[src/rtl/lstm_pkg.sv]
// Shared types and constants for the LSTM gate sequencer and gate datapath.
package lstm_pkg;

  // Datapath word format shared by the sequencer and the gate (Q8.24).
  localparam int WIDTH = 32;
  localparam int FRAC  = 24;

  typedef enum logic [1:0] {
    IDLE = 2'd0,
    ACC  = 2'd1,
    WAIT = 2'd2
  } gate_state_t;

  // Number of operand cycles needed to walk both vectors in parallel.
  function automatic int max_len(input int a, input int b);
    return (a > b) ? a : b;
  endfunction

endpackage

[src/rtl/lstm_gate_seq_idx_counter.sv]
// Saturating index counter with hold. An up-counter runs 0..MAX-1 and
// flags MAX-1. A down-counter loads MAX-1, runs down to 0 and flags 0.
// clr has priority over en. When neither is high, the count holds.
module idx_counter #(
  parameter int MAX  = 4,
  parameter bit DOWN = 1'b0,
  parameter int W    = (MAX > 1) ? $clog2(MAX) : 1
) (
  input  logic         clk,
  input  logic         rst,
  input  logic         clr_i,
  input  logic         en_i,
  output logic [W-1:0] cnt_o,
  output logic         tc_o
);

  localparam logic [W-1:0] LAST = W'(MAX - 1);
  localparam logic [W-1:0] INIT = DOWN ? LAST : '0;

  logic [W-1:0] cnt_q;

  // Count register: load, step toward the terminal value, or hold.
  always_ff @(posedge clk or posedge rst) begin
    if (rst) begin
      cnt_q <= INIT;
    end else if (clr_i) begin
      cnt_q <= INIT;
    end else if (en_i) begin
      if (DOWN) begin
        if (cnt_q != '0) cnt_q <= cnt_q - 1'b1;
      end else begin
        if (cnt_q != LAST) cnt_q <= cnt_q + 1'b1;
      end
    end
  end

  assign cnt_o = cnt_q;
  assign tc_o  = DOWN ? (cnt_q == '0) : (cnt_q == LAST);

endmodule

[src/rtl/lstm_gate_seq.sv]
// LSTM gate sequencer. It walks the x and h vectors in parallel and drives
// the operand addresses, the operand enables and the MAC accumulate controls.
// It then waits LAT cycles and pulses o_valid. Every output is registered.
// The values registered at an edge describe the cycle that follows it.
module lstm_gate_seq
  import lstm_pkg::*;
#(
  parameter int NUM_X = 4,
  parameter int NUM_H = 4,
  parameter int LAT   = 1,
  parameter int AW_X  = (NUM_X > 1) ? $clog2(NUM_X) : 1,
  parameter int AW_H  = (NUM_H > 1) ? $clog2(NUM_H) : 1
) (
  input  logic            clk,
  input  logic            rst,
  input  logic            i_start,
  input  logic            i_hold,
  output logic [AW_X-1:0] o_addr_x,
  output logic [AW_H-1:0] o_addr_h,
  output logic            o_acc_x,
  output logic            o_acc_h,
  output logic            o_en_x,
  output logic            o_en_h,
  output logic            o_busy,
  output logic            o_valid
);

  localparam int N  = max_len(NUM_X, NUM_H);
  localparam int CW = $clog2(N + 1);
  localparam int WW = (LAT > 1) ? $clog2(LAT) : 1;

  gate_state_t     state_q;
  logic [AW_X-1:0] addr_x_q;
  logic [AW_H-1:0] addr_h_q;
  logic            acc_x_q, acc_h_q, en_x_q, en_h_q, busy_q, valid_q;

  // c counts the elements already issued. It reaches N once every element
  // has gone out. w counts the WAIT cycles that remain after the current one.
  logic [CW-1:0] c;
  logic          c_tc, c_clr;
  logic [WW-1:0] w;
  logic          w_tc, w_clr, w_en;

  logic            go, acc_run, issue;
  logic            iss_en_x, iss_en_h, iss_acc;
  logic [AW_X-1:0] iss_addr_x;
  logic [AW_H-1:0] iss_addr_h;

  // Start is accepted in IDLE or in the final WAIT cycle (back-to-back).
  // An element is issued whenever one is pending and no stall is present.
  always_comb begin
    go      = i_start && ((state_q == IDLE) || ((state_q == WAIT) && w_tc));
    acc_run = (state_q == ACC) && !c_tc;
    issue   = (go || acc_run) && !i_hold;
    c_clr   = !issue && !acc_run;
    w_clr   = (state_q == ACC) && c_tc;
    w_en    = (state_q == WAIT) && !w_tc;
  end

  // Operand controls for element c. The shorter vector parks on its last
  // address with its enable low, so its MAC keeps adding zeros.
  always_comb begin
    iss_en_x   = c < CW'(NUM_X);
    iss_en_h   = c < CW'(NUM_H);
    iss_acc    = c != '0;
    iss_addr_x = iss_en_x ? AW_X'(c) : AW_X'(NUM_X - 1);
    iss_addr_h = iss_en_h ? AW_H'(c) : AW_H'(NUM_H - 1);
  end

  idx_counter #(.MAX(N + 1), .DOWN(1'b0), .W(CW)) u_idx (
    .clk   (clk),
    .rst   (rst),
    .clr_i (c_clr),
    .en_i  (issue),
    .cnt_o (c),
    .tc_o  (c_tc)
  );

  idx_counter #(.MAX(LAT), .DOWN(1'b1), .W(WW)) u_lat (
    .clk   (clk),
    .rst   (rst),
    .clr_i (w_clr),
    .en_i  (w_en),
    .cnt_o (w),
    .tc_o  (w_tc)
  );

  // FSM with registered outputs. A stall, or no operand pending, yields
  // en=0 and acc=1, which freezes both accumulators.
  always_ff @(posedge clk or posedge rst) begin
    if (rst) begin
      state_q  <= IDLE;
      addr_x_q <= '0;
      addr_h_q <= '0;
      acc_x_q  <= 1'b0;
      acc_h_q  <= 1'b0;
      en_x_q   <= 1'b0;
      en_h_q   <= 1'b0;
      busy_q   <= 1'b0;
      valid_q  <= 1'b0;
    end else begin
      en_x_q  <= 1'b0;
      en_h_q  <= 1'b0;
      acc_x_q <= 1'b1;
      acc_h_q <= 1'b1;
      valid_q <= 1'b0;
      if (go || acc_run) begin
        state_q <= ACC;
        busy_q  <= 1'b1;
        if (!i_hold) begin
          addr_x_q <= iss_addr_x;
          addr_h_q <= iss_addr_h;
          en_x_q   <= iss_en_x;
          en_h_q   <= iss_en_h;
          acc_x_q  <= iss_acc;
          acc_h_q  <= iss_acc;
        end else if (go) begin
          addr_x_q <= '0;
          addr_h_q <= '0;
        end
      end else if (state_q == ACC) begin
        state_q <= WAIT;
        busy_q  <= 1'b1;
        valid_q <= (LAT == 1);
      end else if ((state_q == WAIT) && !w_tc) begin
        busy_q  <= 1'b1;
        valid_q <= (w == WW'(1));
      end else begin
        state_q  <= IDLE;
        busy_q   <= 1'b0;
        addr_x_q <= '0;
        addr_h_q <= '0;
      end
    end
  end

  assign o_addr_x = addr_x_q;
  assign o_addr_h = addr_h_q;
  assign o_acc_x  = acc_x_q;
  assign o_acc_h  = acc_h_q;
  assign o_en_x   = en_x_q;
  assign o_en_h   = en_h_q;
  assign o_busy   = busy_q;
  assign o_valid  = valid_q;

endmodule

[config.mk]
export PLATFORM = sky130hd
export DESIGN_NAME = lstm_gate_seq
export DESIGN_NICKNAME = d
export VERILOG_FILES = /design/src/rtl/lstm_pkg.sv /design/src/rtl/lstm_gate_seq_idx_counter.sv /design/src/rtl/lstm_gate_seq.sv
export SDC_FILE = /design/constraint.sdc
export NUM_CORES = 1
export LEC_CHECK = 0
export BUFFER_PORTS_ARGS = -buffer_cell sky130_fd_sc_hd__buf_2
export CAP_MARGIN = 30
export CORE_MARGIN = 10
export CORE_UTILIZATION = 34
export CTS_CLUSTER_DIAMETER = 120
export DETAILED_ROUTE_END_ITERATION = 10
export SYNTH_ARGS = -nofsm -noshare
export SYNTH_HDL_FRONTEND = slang
export SYNTH_HIERARCHICAL = 1
export SYNTH_SLANG_ARGS = --single-unit
[constraint.sdc]
create_clock -name clk -period 3 [get_ports clk]
set_input_delay 0.3 -clock clk [delete_from_list [all_inputs] [get_ports clk]]
set_output_delay 0.3 -clock clk [all_outputs]
set_load 0.05 [all_outputs]
# ---- Word level (Yosys, flattened, before mapping)
# Index checks and enable logic that the tools add are counted.
dict set report totals {
  reg_bits 12
  wordCells 64
}
dict set report classes {
  n_addsub 2
  order_cmp 1
  n_eq_ne 8
  muxes 24
  bitwise_logic 1
  reduce_logical 20
}
# operator n
set ops {}
lappend ops {{two-way mux 2 bit} 8}
lappend ops {{two-way mux 1 bit} 13}
lappend ops {{two-way mux 3 bit} 3}
lappend ops {{!= test 3 bit (second input constant)} 3}
lappend ops {{logical AND 1 bit} 7}
lappend ops {{nonzero test 2 bit} 3}
lappend ops {{logical NOT 1 bit} 4}
lappend ops {{adder 3 x 1 -> 3 bit (second input constant)} 1}
lappend ops {{equality test 3 bit (second input constant)} 1}
lappend ops {{< comparator 3 bit (second input constant)} 1}
lappend ops {{AND reduction 3 bit} 1}
lappend ops {{nonzero test 3 bit} 1}
lappend ops {{equality test 2 x 1 -> 1 bit (second input constant)} 1}
lappend ops {{equality test 2 bit (second input constant)} 1}
lappend ops {{logical NOT 2 bit} 1}
lappend ops {{logical OR 1 bit} 2}
lappend ops {{!= test 2 x 1 -> 1 bit (second input constant)} 1}
lappend ops {{!= test 2 bit (second input constant)} 1}
lappend ops {{AND reduction 2 bit} 1}
lappend ops {{NOT 1 bit} 1}
lappend ops {{subtractor 1 bit (second input constant)} 1}

# ---- Depth between registers and ports, before layout
dict set report logic_depth {
  depth_word 10
  mapped_depth 8
  depth_no_buf 8
}

# ---- Modules after synthesis
# Netlist, hierarchy kept.
# module n_inst cells_per_inst area_per_inst_um2
set by_module_without_submodules {}
lappend by_module_without_submodules {lstm_gate_seq 1 44 404.1}
lappend by_module_without_submodules {{idx_counter (u_idx)} 1 19 201.4}
lappend by_module_without_submodules {{idx_counter (u_lat)} 1 4 22.5}

# ---- Worst setup path after synthesis
# Ideal clock, no wire load.
dict set report synth_path {
  kind {register -> register}
  startpoint {register u_idx.cnt_q[0], in the netlist u_idx/cnt_o[0]}
  endpoint {register u_idx.cnt_q[0], in the netlist u_idx/cnt_o[0]}
  setup_ns 0.125
  t_arrival_ns 1.695
  path_slack_ns 1.180
  path_stages_with_launch 9
  path_buffers 0
  synth_period_minus_slack_ns 1.820
  cell_sequence {dfrtp_1 inv_1 ha_1 and2_1 nand2_1 a31oi_2 inv_1 a21boi_2 mux2_4}
}
dict set report synth_between {
  elab_chain_cells 9
  word_cells_on_any_way 16
  classes_between {add/sub: 1; eq/ne: 2; mux: 3; reduce/logical: 10}
}
# item line_no
set synth_rtl {}
lappend synth_rtl {{start: declaration} lstm_gate_seq_idx_counter.sv:20} ;# logic [W-1:0] cnt_q;
lappend synth_rtl {{start signal: assignment} lstm_gate_seq_idx_counter.sv:30} ;# if (cnt_q != '0) cnt_q <= cnt_q - 1'b1;
lappend synth_rtl {{start signal: assignment} lstm_gate_seq_idx_counter.sv:32} ;# if (cnt_q != LAST) cnt_q <= cnt_q + 1'b1;
lappend synth_rtl {{equality test 3 bit (*)} lstm_gate_seq_idx_counter.sv:38} ;# assign tc_o = DOWN ? (cnt_q == '0) : (cnt_q == LAST);
lappend synth_rtl {{net c_tc} lstm_gate_seq.sv:40} ;# logic c_tc, c_clr;
lappend synth_rtl {{logical NOT 1 bit (*)} lstm_gate_seq.sv:53} ;# acc_run = (state_q == ACC) && !c_tc;
lappend synth_rtl {{logical AND 1 bit (*)} lstm_gate_seq.sv:53}
lappend synth_rtl {{logical OR 1 bit (*)} lstm_gate_seq.sv:54} ;# issue = (go || acc_run) && !i_hold;
lappend synth_rtl {{logical AND 1 bit (*)} lstm_gate_seq.sv:54}
lappend synth_rtl {{net issue} lstm_gate_seq.sv:44} ;# logic go, acc_run, issue;
lappend synth_rtl {{logical NOT 1 bit} lstm_gate_seq.sv:55} ;# c_clr = !issue && !acc_run;
lappend synth_rtl {{logical AND 1 bit} lstm_gate_seq.sv:55}
lappend synth_rtl {{nonzero test 2 bit (no source line)} --}
lappend synth_rtl {{AND reduction 2 bit (no source line)} --}
# Mark *: on every way through the listed nets, which the timed path passes. The rest lies on a longest branch. The select of a mux whose other input is x is not followed.
# A chain may end at the register's enable or synchronous reset.

# ---- Worst setup path after layout
# Ends and elaborated chain as after synthesis.

==> out/results.tsv <==
stage	metric	value	unit
setup_path	reg2reg_to	u_idx/cnt_o[0]	
route	num_vias	443	
placement	pre_cts_ws	0.977	ns
cts	clockBufferDepth	2	
floorplan	initial_core_util	0.362	
hold_path	hold_class	in2reg	
setup_path	arrival	2.18	ns
floorplan	core.rowCount	15	
logic_synthesis	syn_nets	72	
timing	fmax	0.493	GHz
route	drtAntennaViolNets	0	
timing	slew_viol_final	0	
route	dr.pass1.iters	4	
timing	period_needed	2.03	ns
run_status	status	finished, final reports clean	
timing	rsz0062_at_grt	false	
hold_path	hold_path_depth	3	
timing	finalClockSkew	0.00437	ns
route	drt_iter0_drc	14	
logic_synthesis	syn_area_per_cell	9.46	sq um
route	routed_wl	1.09	mm
setup_path	reg2reg_depth	8	
cts	cts_root_buf	clkbuf_4	
setup_path	r2r_slack	0.97	ns
setup_path	critPathRequiredTime	3.15	ns
floorplan	core_area	1730	sq um
hold_path	worstHoldStart	i_start	
cts	cts_tree	yes	
setup_path	cp-start-kind	register	
cts	path_clk_slew	0.07	ns
timing	period_share	0.677	
final_layout	drive_above_1_share	0.269	
global_routing	grt_pass1_wl	1.90	mm
setup_path	r2r_start	u_idx/cnt_o[0]	
setup_path	startpoint	u_idx/cnt_o[0]	
placement	gp_congestion	0.801	
cts	cts_max_level	1	
cts	cts_sinks	11	
setup_path	crit_path_max_fanout	6	
timing	worst_slack	0.970	ns
cts	clock_latency	0.26	ns
logic_synthesis	synth_area	624	sq um
logic_synthesis	synthCells	66	
global_routing	grt-ovfl-total	0	
run	maxCapViolCount	0	
cts	numCtsBuffers	3	
setup_path	end_kind	register	
floorplan	dieArea	3950	sq um
hold_path	hold_path_end	state_q[0]	
placement	dp_hpwl	883	microns
route	viasPerCell	4.30	
placement	port_buffers	13	
floorplan	dieWidth	62.9	microns
route	post_drt_wl_per_cell	10.6	microns
floorplan	pin_count	14	
timing	hold_violations	0	
floorplan	die_h	62.9	microns
final_layout	antenna_cells	0	
cts	post-cts-setup-buffer-count	0	
logic_synthesis	yosysWarningCount	6	
global_routing	grt_max_degree	9	
final_layout	areaGrowthSynthToFinish	14.0	%
setup_path	crit_type	reg2reg	
route	route.detailed.drc	0	
global_routing	antenna_found_initial	0	
timing	finalSetupViolCount	0	
final_layout	final_core_util	0.412	
global_routing	grt_usage	0.0606	
timing	fin_tns_setup	0	ns
global_routing	grt_pass1_vias	447	
final_layout	fin_nets	85	
-- what timing repair did --
| item | 4_1_cts | 5_1_grt |
|---|---|---|
| hold endpoints to repair | 11 | 0 |
| gates resized for setup | 0 | 0 |
| hold buffers | 1 | 0 |
-- metal layers --
metal	vias to the layer above	routed length (microns)	global-route usage
li1	230	-	-
met1	195	487	0.0648
met2	14	442	0.0821
met3	4	114	0.0269
met4	0	44	0.0670
met5	-	0	0
-- flip-flops by register name, indices dropped and copies added, names as in the netlist --
| signal | flops |
|---|---|
| o_busy | 1 |
| u_idx/cnt_o | 3 |
| o_addr_h | 2 |
| o_acc_h | 1 |
| state_q | 2 |
| o_valid | 1 |
| o_en_h | 1 |
-- critical path, stage by stage (launching register included) --
cell      delay, ns
dfrtp_1        0.43
inv_1          0.07
ha_1           0.20
and2_1         0.20
nand2_1        0.10
a31oi_2        0.31
inv_1          0.11
a21boi_2       0.19
mux2_4         0.30
-- per-stage QoR --
stage,std cells,area [sq um],hold slack (ns)
detailed placement,98,676,0.180
CTS,103,712,0.333
global placement,98,676,0.179
finish,103,712,0.345
floorplan,66,624,0.0536
global route,103,712,0.328
-- layout make-up --
cell class                      count  area [sq um]
Multi-Input combinational cell     41           274
Clock buffer                        4          26.3
Inverter                            8          30.0
Fill cell                         173          1010
Timing Repair Buffer               14          75.1
Sequential cell                    11           275
Tap cell                           25          31.3
-- worst max-delay path by stage --
stage / endpoint / slack, ns / cells after the start
2_1_floorplan: u_idx/cnt_o[0] / 1.18 / 8
3_3_place_gp: u_idx/cnt_o[0] / 1.04 / 8
3_5_place_dp: u_idx/cnt_o[0] / 0.98 / 8
4_1_cts: u_idx/cnt_o[0] / 0.96 / 8
5_1_grt: u_idx/cnt_o[0] / 0.79 / 8
6_report: u_idx/cnt_o[0] / 0.97 / 8
-- cells in the final DEF, fill, tap and decap left out, types with 2 or more instances in the layout --
master / count
a21oi_1: 3
nand2_1: 6
nor2_1: 5
ha_1: 2
dfrtp_1: 11
nand2b_1: 3
buf_2: 13
nor2b_1: 2
inv_1: 8
clkbuf_4: 3
o22ai_1: 3
conb_1: 2
Power is left out: the tool's default activity adds up to more than one toggle a clock period on the data nets, which glitch-free logic cannot reach.
